--- config.mk ---
export PLATFORM = sky130hd
export DESIGN_NAME = mips_seq_alu_flat
export DESIGN_NICKNAME = d
export VERILOG_FILES = /design/src/rtl/mips_seq_alu_if.sv /design/src/rtl/mips_seq_alu.sv /design/src/flat_wrapper.sv
export SDC_FILE = /design/constraint.sdc
export NUM_CORES = 1
export LEC_CHECK = 0
export CORE_AREA = 2 2 194 196
export DETAILED_ROUTE_END_ITERATION = 6
export DIE_AREA = 0 0 196 198
export PLACE_DENSITY = 0.67
export SLEW_MARGIN = 20
export SYNTH_ARGS = -nofsm -noshare
export SYNTH_HDL_FRONTEND = slang
export SYNTH_SLANG_ARGS = --single-unit
--- constraint.sdc ---
create_clock -name clk -period 4.6 [get_ports clk]
set_clock_uncertainty 0.1 [all_clocks]
set_input_delay 0.46 -clock clk [delete_from_list [all_inputs] [get_ports clk]]
set_output_delay 0.46 -clock clk [all_outputs]
set_load 0.02 [all_outputs]
--- src/rtl/mips_seq_alu_if.sv ---
// Handshake and result bus of the sequential MIPS ALU.
// The slave side is the ALU; the master side is the decode/writeback stage.
interface mips_seq_alu_if #(
    parameter int WIDTH = 32
);
    logic             in_valid;
    logic             in_ready;
    logic [2:0]       op;
    logic [WIDTH-1:0] a;
    logic [WIDTH-1:0] b;
    logic             out_valid;
    logic             out_ready;
    logic [WIDTH-1:0] result;
    logic             co;
    logic             ovr;
    logic             zero;
    logic [WIDTH-1:0] hi;
    logic [WIDTH-1:0] lo;

    modport master (
        output in_valid, op, a, b, out_ready,
        input  in_ready, out_valid, result, co, ovr, zero, hi, lo
    );

    modport slave (
        input  in_valid, op, a, b, out_ready,
        output in_ready, out_valid, result, co, ovr, zero, hi, lo
    );
endinterface

--- src/rtl/mips_seq_alu.sv ---
// Registered MIPS ALU: single-cycle logic/arith/compare ops, and iterative
// MULTU (shift-add) / DIVU (restoring) into HI/LO over WIDTH cycles.
module mips_seq_alu #(
    parameter int WIDTH = 32
) (
    input  logic          clk,
    input  logic          rst_n,
    mips_seq_alu_if.slave bus
);
    localparam int CW = $clog2(WIDTH + 1);

    localparam logic [2:0] OP_AND  = 3'b000;
    localparam logic [2:0] OP_OR   = 3'b001;
    localparam logic [2:0] OP_ADD  = 3'b010;
    localparam logic [2:0] OP_SUB  = 3'b011;
    localparam logic [2:0] OP_SLT  = 3'b100;
    localparam logic [2:0] OP_SLTU = 3'b101;
    localparam logic [2:0] OP_MULT = 3'b110;
    localparam logic [2:0] OP_DIVU = 3'b111;

    typedef enum logic [1:0] {S_IDLE, S_MUL, S_DIV, S_DONE} state_t;

    state_t           r_state, w_next;
    logic [WIDTH-1:0] r_acc;     // MUL: running high product; DIV: partial remainder
    logic [WIDTH-1:0] r_mq;      // MUL: multiplier/low product; DIV: dividend/quotient
    logic [WIDTH-1:0] r_b;
    logic [CW-1:0]    r_cnt;
    logic [WIDTH-1:0] r_result, r_hi, r_lo;
    logic             r_co, r_ovr, r_zero;

    logic             w_accept;
    logic             w_last;
    logic             w_sub;
    logic [WIDTH-1:0] w_bx;
    logic [WIDTH:0]   w_sum;
    logic             w_add_ovr;
    logic [WIDTH-1:0] w_alu_res;
    logic             w_alu_co, w_alu_ovr;

    logic [WIDTH:0]   w_madd;
    logic [WIDTH:0]   w_dshift;
    logic             w_dge;
    logic [WIDTH-1:0] w_ddiff;
    logic [WIDTH-1:0] w_it_acc, w_it_mq;

    assign w_accept = bus.in_valid && (r_state == S_IDLE);
    assign w_last   = (r_cnt == CW'(WIDTH - 1));

    // SUB reuses the adder as a + ~b + 1, so carry-out means a >= b
    assign w_sub     = (bus.op == OP_SUB);
    assign w_bx      = w_sub ? ~bus.b : bus.b;
    assign w_sum     = {1'b0, bus.a} + {1'b0, w_bx} + {{WIDTH{1'b0}}, w_sub};
    assign w_add_ovr = (bus.a[WIDTH-1] == w_bx[WIDTH-1]) &&
                       (w_sum[WIDTH-1] != bus.a[WIDTH-1]);

    always_comb begin
        w_alu_res = '0;
        w_alu_co  = 1'b0;
        w_alu_ovr = 1'b0;
        case (bus.op)
            OP_AND:         w_alu_res = bus.a & bus.b;
            OP_OR:          w_alu_res = bus.a | bus.b;
            OP_ADD, OP_SUB: begin
                w_alu_res = w_sum[WIDTH-1:0];
                w_alu_co  = w_sum[WIDTH];
                w_alu_ovr = w_add_ovr;
            end
            OP_SLT:  w_alu_res = {{(WIDTH-1){1'b0}}, ($signed(bus.a) < $signed(bus.b))};
            OP_SLTU: w_alu_res = {{(WIDTH-1){1'b0}}, (bus.a < bus.b)};
            default: w_alu_res = '0;
        endcase
    end

    // Shift-add step: conditional add of the multiplicand, then shift {acc,mq} right
    assign w_madd = {1'b0, r_acc} + (r_mq[0] ? {1'b0, r_b} : {(WIDTH+1){1'b0}});

    // Restoring step; with b==0 every step subtracts nothing, giving q=all ones, rem=a
    assign w_dshift = {r_acc, r_mq[WIDTH-1]};
    assign w_dge    = (w_dshift >= {1'b0, r_b});
    assign w_ddiff  = w_dshift[WIDTH-1:0] - r_b;

    always_comb begin
        if (r_state == S_MUL) begin
            w_it_acc = w_madd[WIDTH:1];
            w_it_mq  = {w_madd[0], r_mq[WIDTH-1:1]};
        end else begin
            w_it_acc = w_dge ? w_ddiff : w_dshift[WIDTH-1:0];
            w_it_mq  = {r_mq[WIDTH-2:0], w_dge};
        end
    end

    always_ff @(posedge clk or negedge rst_n) begin
        if (!rst_n) r_state <= S_IDLE;
        else        r_state <= w_next;
    end

    always_comb begin
        w_next = r_state;
        case (r_state)
            S_IDLE: if (w_accept) begin
                if (bus.op == OP_MULT)      w_next = S_MUL;
                else if (bus.op == OP_DIVU) w_next = S_DIV;
                else                        w_next = S_DONE;
            end
            S_MUL, S_DIV: if (w_last) w_next = S_DONE;
            S_DONE:       if (bus.out_ready) w_next = S_IDLE;
            default:      w_next = S_IDLE;
        endcase
    end

    always_comb begin
        bus.in_ready  = (r_state == S_IDLE) && rst_n;
        bus.out_valid = (r_state == S_DONE);
    end

    always_ff @(posedge clk or negedge rst_n) begin
        if (!rst_n) begin
            r_acc    <= '0;
            r_mq     <= '0;
            r_b      <= '0;
            r_cnt    <= '0;
            r_result <= '0;
            r_hi     <= '0;
            r_lo     <= '0;
            r_co     <= 1'b0;
            r_ovr    <= 1'b0;
            r_zero   <= 1'b0;
        end else begin
            case (r_state)
                S_IDLE: if (w_accept) begin
                    r_acc <= '0;
                    r_mq  <= bus.a;
                    r_b   <= bus.b;
                    r_cnt <= '0;
                    if (bus.op[2:1] != 2'b11) begin
                        r_result <= w_alu_res;
                        r_co     <= w_alu_co;
                        r_ovr    <= w_alu_ovr;
                        r_zero   <= (w_alu_res == '0);
                    end
                end
                S_MUL, S_DIV: begin
                    r_acc <= w_it_acc;
                    r_mq  <= w_it_mq;
                    r_cnt <= r_cnt + CW'(1);
                    if (w_last) begin
                        r_hi     <= w_it_acc;
                        r_lo     <= w_it_mq;
                        r_result <= w_it_mq;
                        r_co     <= 1'b0;
                        r_ovr    <= 1'b0;
                        r_zero   <= (w_it_mq == '0);
                    end
                end
                default: ;
            endcase
        end
    end

    assign bus.result = r_result;
    assign bus.co     = r_co;
    assign bus.ovr    = r_ovr;
    assign bus.zero   = r_zero;
    assign bus.hi     = r_hi;
    assign bus.lo     = r_lo;
endmodule
--- src/flat_wrapper.sv ---
// flat-port wrapper written by rule: the top's interface ports become plain ports
module mips_seq_alu_flat 
#(
    parameter int WIDTH = 32
)
  (clk, rst_n, bus_in_valid, bus_op, bus_a, bus_b, bus_out_ready, bus_in_ready, bus_out_valid, bus_result, bus_co, bus_ovr, bus_zero, bus_hi, bus_lo);
  mips_seq_alu_if #(.WIDTH(WIDTH)) bus_i ();
  input  logic clk;
  input  logic rst_n;
  input wire logic [$bits(bus_i.in_valid)-1:0] bus_in_valid;
  input wire logic [$bits(bus_i.op)-1:0] bus_op;
  input wire logic [$bits(bus_i.a)-1:0] bus_a;
  input wire logic [$bits(bus_i.b)-1:0] bus_b;
  input wire logic [$bits(bus_i.out_ready)-1:0] bus_out_ready;
  output wire logic [$bits(bus_i.in_ready)-1:0] bus_in_ready;
  output wire logic [$bits(bus_i.out_valid)-1:0] bus_out_valid;
  output wire logic [$bits(bus_i.result)-1:0] bus_result;
  output wire logic [$bits(bus_i.co)-1:0] bus_co;
  output wire logic [$bits(bus_i.ovr)-1:0] bus_ovr;
  output wire logic [$bits(bus_i.zero)-1:0] bus_zero;
  output wire logic [$bits(bus_i.hi)-1:0] bus_hi;
  output wire logic [$bits(bus_i.lo)-1:0] bus_lo;
  assign bus_i.in_valid = bus_in_valid;
  assign bus_i.op = bus_op;
  assign bus_i.a = bus_a;
  assign bus_i.b = bus_b;
  assign bus_i.out_ready = bus_out_ready;
  assign bus_in_ready = bus_i.in_ready;
  assign bus_out_valid = bus_i.out_valid;
  assign bus_result = bus_i.result;
  assign bus_co = bus_i.co;
  assign bus_ovr = bus_i.ovr;
  assign bus_zero = bus_i.zero;
  assign bus_hi = bus_i.hi;
  assign bus_lo = bus_i.lo;
  mips_seq_alu #(.WIDTH(WIDTH)) u_core (.clk(clk), .rst_n(rst_n), .bus(bus_i));
endmodule
==> results.toml <==
[power]
p_total_mw = 15.6
powerDensity_nw_per_um2 = 724
irDropWorstVdd_mv = 0.343
p_leak_nw = 9.96

[final_layout]
final_util = 0.583
layout_common_cells = "nand2_1, o21ai_0, dfrtp_1, ha_1, clkdlybuf4s50_1"
drive_gt1_frac = 0.0997
area_growth_pct = 21.6
layout.nets = 2678
antenna_cells = 0
layout_commonest_cell = "nand2_1"
fin_cells = 2892
fillCellCount = 3426

[floorplanning]
start_util = 0.480
die_w_um = 196
coreArea_sq_um = 37000
placementRows = 71
die_h_um = 198
ioPinCount = 172
die_area_sq_um = 38800

[detailed_routing]
first_pass_iters = 6
dr_total_vias = 17600
wl_per_cell_um = 22.3
drc = 0
drt_wl_total_um = 64500
drtIter0Drc = 1427
viasPerCell = 6.09
postRouteAntennaNets = 0

[clock_network]
clock_sinks = 203
cts-root-buf = "clkbuf_16"
cts_tree = "yes"
clock_latency_ps = 540
path_clk_slew_ps = 60
cts_setup_buffers = 0
cts_max_level = 1
cts_buffers = 24
cts_max_path_buffers = 3

[synth]
synth_seq_cells = 203
async_flop_share = 1.00
syn-cell-area_sq_um = 17700
synthAdderAreaFrac = 0.147
synthXorXnorAreaFrac = 0.0514
syn_area_per_cell_sq_um = 8.17
synth.mux.area_fraction = 0.0409
synth_top_family_by_area = "compound AO/OA/AOI/OAI gates"
syn_nets = 2447
synth_area_leaders = "dfrtp_1, ha_1, o21ai_0"
synth_simple_gate_area_frac = 0.162
synthDistinctLibCells = 76
synthDominantCellAreaShare = 0.287
synth_edf_count = 0
netlist_instances = 2170
yosys.area.top_type = "dfrtp_1"
ys.flop_type = "dfrtp_1"
ys_warn_count = 0
synth-compound-area-share = 0.255
ys_seq_area_frac = 0.287

[run_status]
outcome = "complete, no violations"

[sta]
hold_ws_ps = 381
period_share = 0.935
hold_viol_final = 0
finalSetupViolations = 0
max_freq_mhz = 233
finalCriticalPeriod_ps = 4300
rsz0062_at_grt = "no"
slew-limit-headroom = 0.252
worstMarginPinSlew_ps = 1120
slew_violations = 0

[critical_path]
crit_chain = "clkdlybuf4s50_1, nor2b_1, nand2_1, buf_4, xnor2_1, inv_1, fa_1, nand3b_1, a21oi_1, o21ai_0, a21o_1, a31o_2, a2111oi_1, buf_4, nand4_1, nor4b_1, nand4_1, o21ai_1"
cp_max_fo = 5
arrival_ps = 4680
max_stage_delay_ps = 470
critPathKind = "input pin to flop"
cp-end-kind = "flop"
start_kind = "input pin"
required_ps = 4980
worst_path_max_delay_cell = "clkdlybuf4s50_1"

[global_routing]
grt_overflow = 0
grt_max_degree = 128
grt_pass1_vias = 17300
antenna_found_initial = 1
grt_pass1_wl_um = 99500
track_usage = 0.331

[place]
gp_congestion = 1.01
dp_hpwl_um = 51100
port_buffers = 171
dp.cells = 2848

[worst_hold_path]
hold_path_class = "flop to flop"

[job]
drv_cap = 0
==> critical path, delay by kind of cell <==
family / cells / cell delay (ps)
buffers and inverters: 4 / 950
XOR/XNOR: 1 / 210
AO/OA/AOI/OAI: 6 / 1480
adder cells (fa/ha/maj): 1 / 410
AND/OR/NAND/NOR: 6 / 1150
==> stage by stage <==
stage | setup slack, ps | cell area, sq um | TNS, ps
after floorplan | 68.2 | 17700 | 0
after global placement | -163 | 20800 | -163
after detailed placement | -207 | 20800 | -235
after CTS | 349 | 21600 | 0
after global routing | 12.8 | 21600 | 0
final | 299 | 21600 | 0
==> synth_stat cells (26+ instances only) <==
cell	n
inv_1	144
a21oi_1	153
and2_1	52
o211ai_1	26
dfrtp_1	203
a221oi_1	28
clkbuf_1	105
o21ai_0	223
mux2i_1	44
nand4_1	36
nand3_1	48
a22o_1	34
xor2_1	31
a21o_1	56
nand2_1	236
ha_1	203
xnor2_1	73
nor2_1	134
==> layer usage <==
layer | part of all wire | global-route usage | wire length, um | vias to the layer above
li1 | - | - | - | 8268
met1 | 0.42 | 0.416 | 26900 | 8585
met2 | 0.48 | 0.582 | 31200 | 630
met3 | 0.058 | 0.0395 | 3770 | 114
met4 | 0.040 | 0.127 | 2600 | 2
met5 | 0.00020 | 0 | 13 | -
==> worst paths after layout <==
kind | cells after the start | slack, ps | to | startpoint
hold / removal | 2 | 380 | u_core.bus.lo[8] | u_core.bus.lo[8]
hold reg to reg | 2 | 380 | u_core.bus.lo[8] | u_core.bus.lo[8]
min in group asynchronous | 2 | 430 | u_core.r_acc[11] | rst_n
setup reg to reg | 15 | 400 | u_core.bus.hi[30] | u_core.r_mq[0]
setup / recovery | 18 | 300 | u_core.bus.zero | bus_op[1]
max in group asynchronous | 3 | 2820 | u_core.bus.result[15] | rst_n
==> logic make-up (layout without fill, tap and decap cells) <==
family,after synthesis,in the layout
adder cells (fa/ha/maj),206,206
AO/OA/AOI/OAI,707,707
multiplexers,69,69
XOR/XNOR,104,104
AND/OR/NAND/NOR,616,616
flip-flops,203,203
buffers and inverters,265,513
==> repair_timing <==
item	in CTS	in global routing
setup endpoints to repair	0	1
hold buffers	1	0
hold endpoints to repair	76	0
resized for setup	0	3
==> layout make-up <==
class	count	area, sq um	share of cell area
Clock buffer	31	657	0.0305
Clock inverter	12	106	0.00493
Multi-Input combinational cell	1702	11700	0.542
Sequential cell	203	5080	0.236
Timing Repair Buffer	326	2910	0.135
Inverter	144	541	0.0251
Tap cell	474	593	0.0275
==> where the power goes <==
group	switching (mW)	internal, mW	leakage, nW	total (mW)
Sequential	0.612	2.44	2.58	3.05
Clock	0.789	1.07	0.379	1.86
Combinational	6.52	4.18	7.01	10.7
==> state kept, by name, indices dropped and copies added, names as in the netlist <==
name,flops
u_core.bus.hi,32
u_core.bus.lo,32
u_core.bus.result,32
u_core.r_acc,32
u_core.r_b,32
u_core.r_mq,32
u_core.r_cnt,6
u_core.r_state,2
u_core.bus.co,1
u_core.bus.ovr,1
u_core.bus.zero,1
No activity file was read; power rests on OpenSTA's default activity.
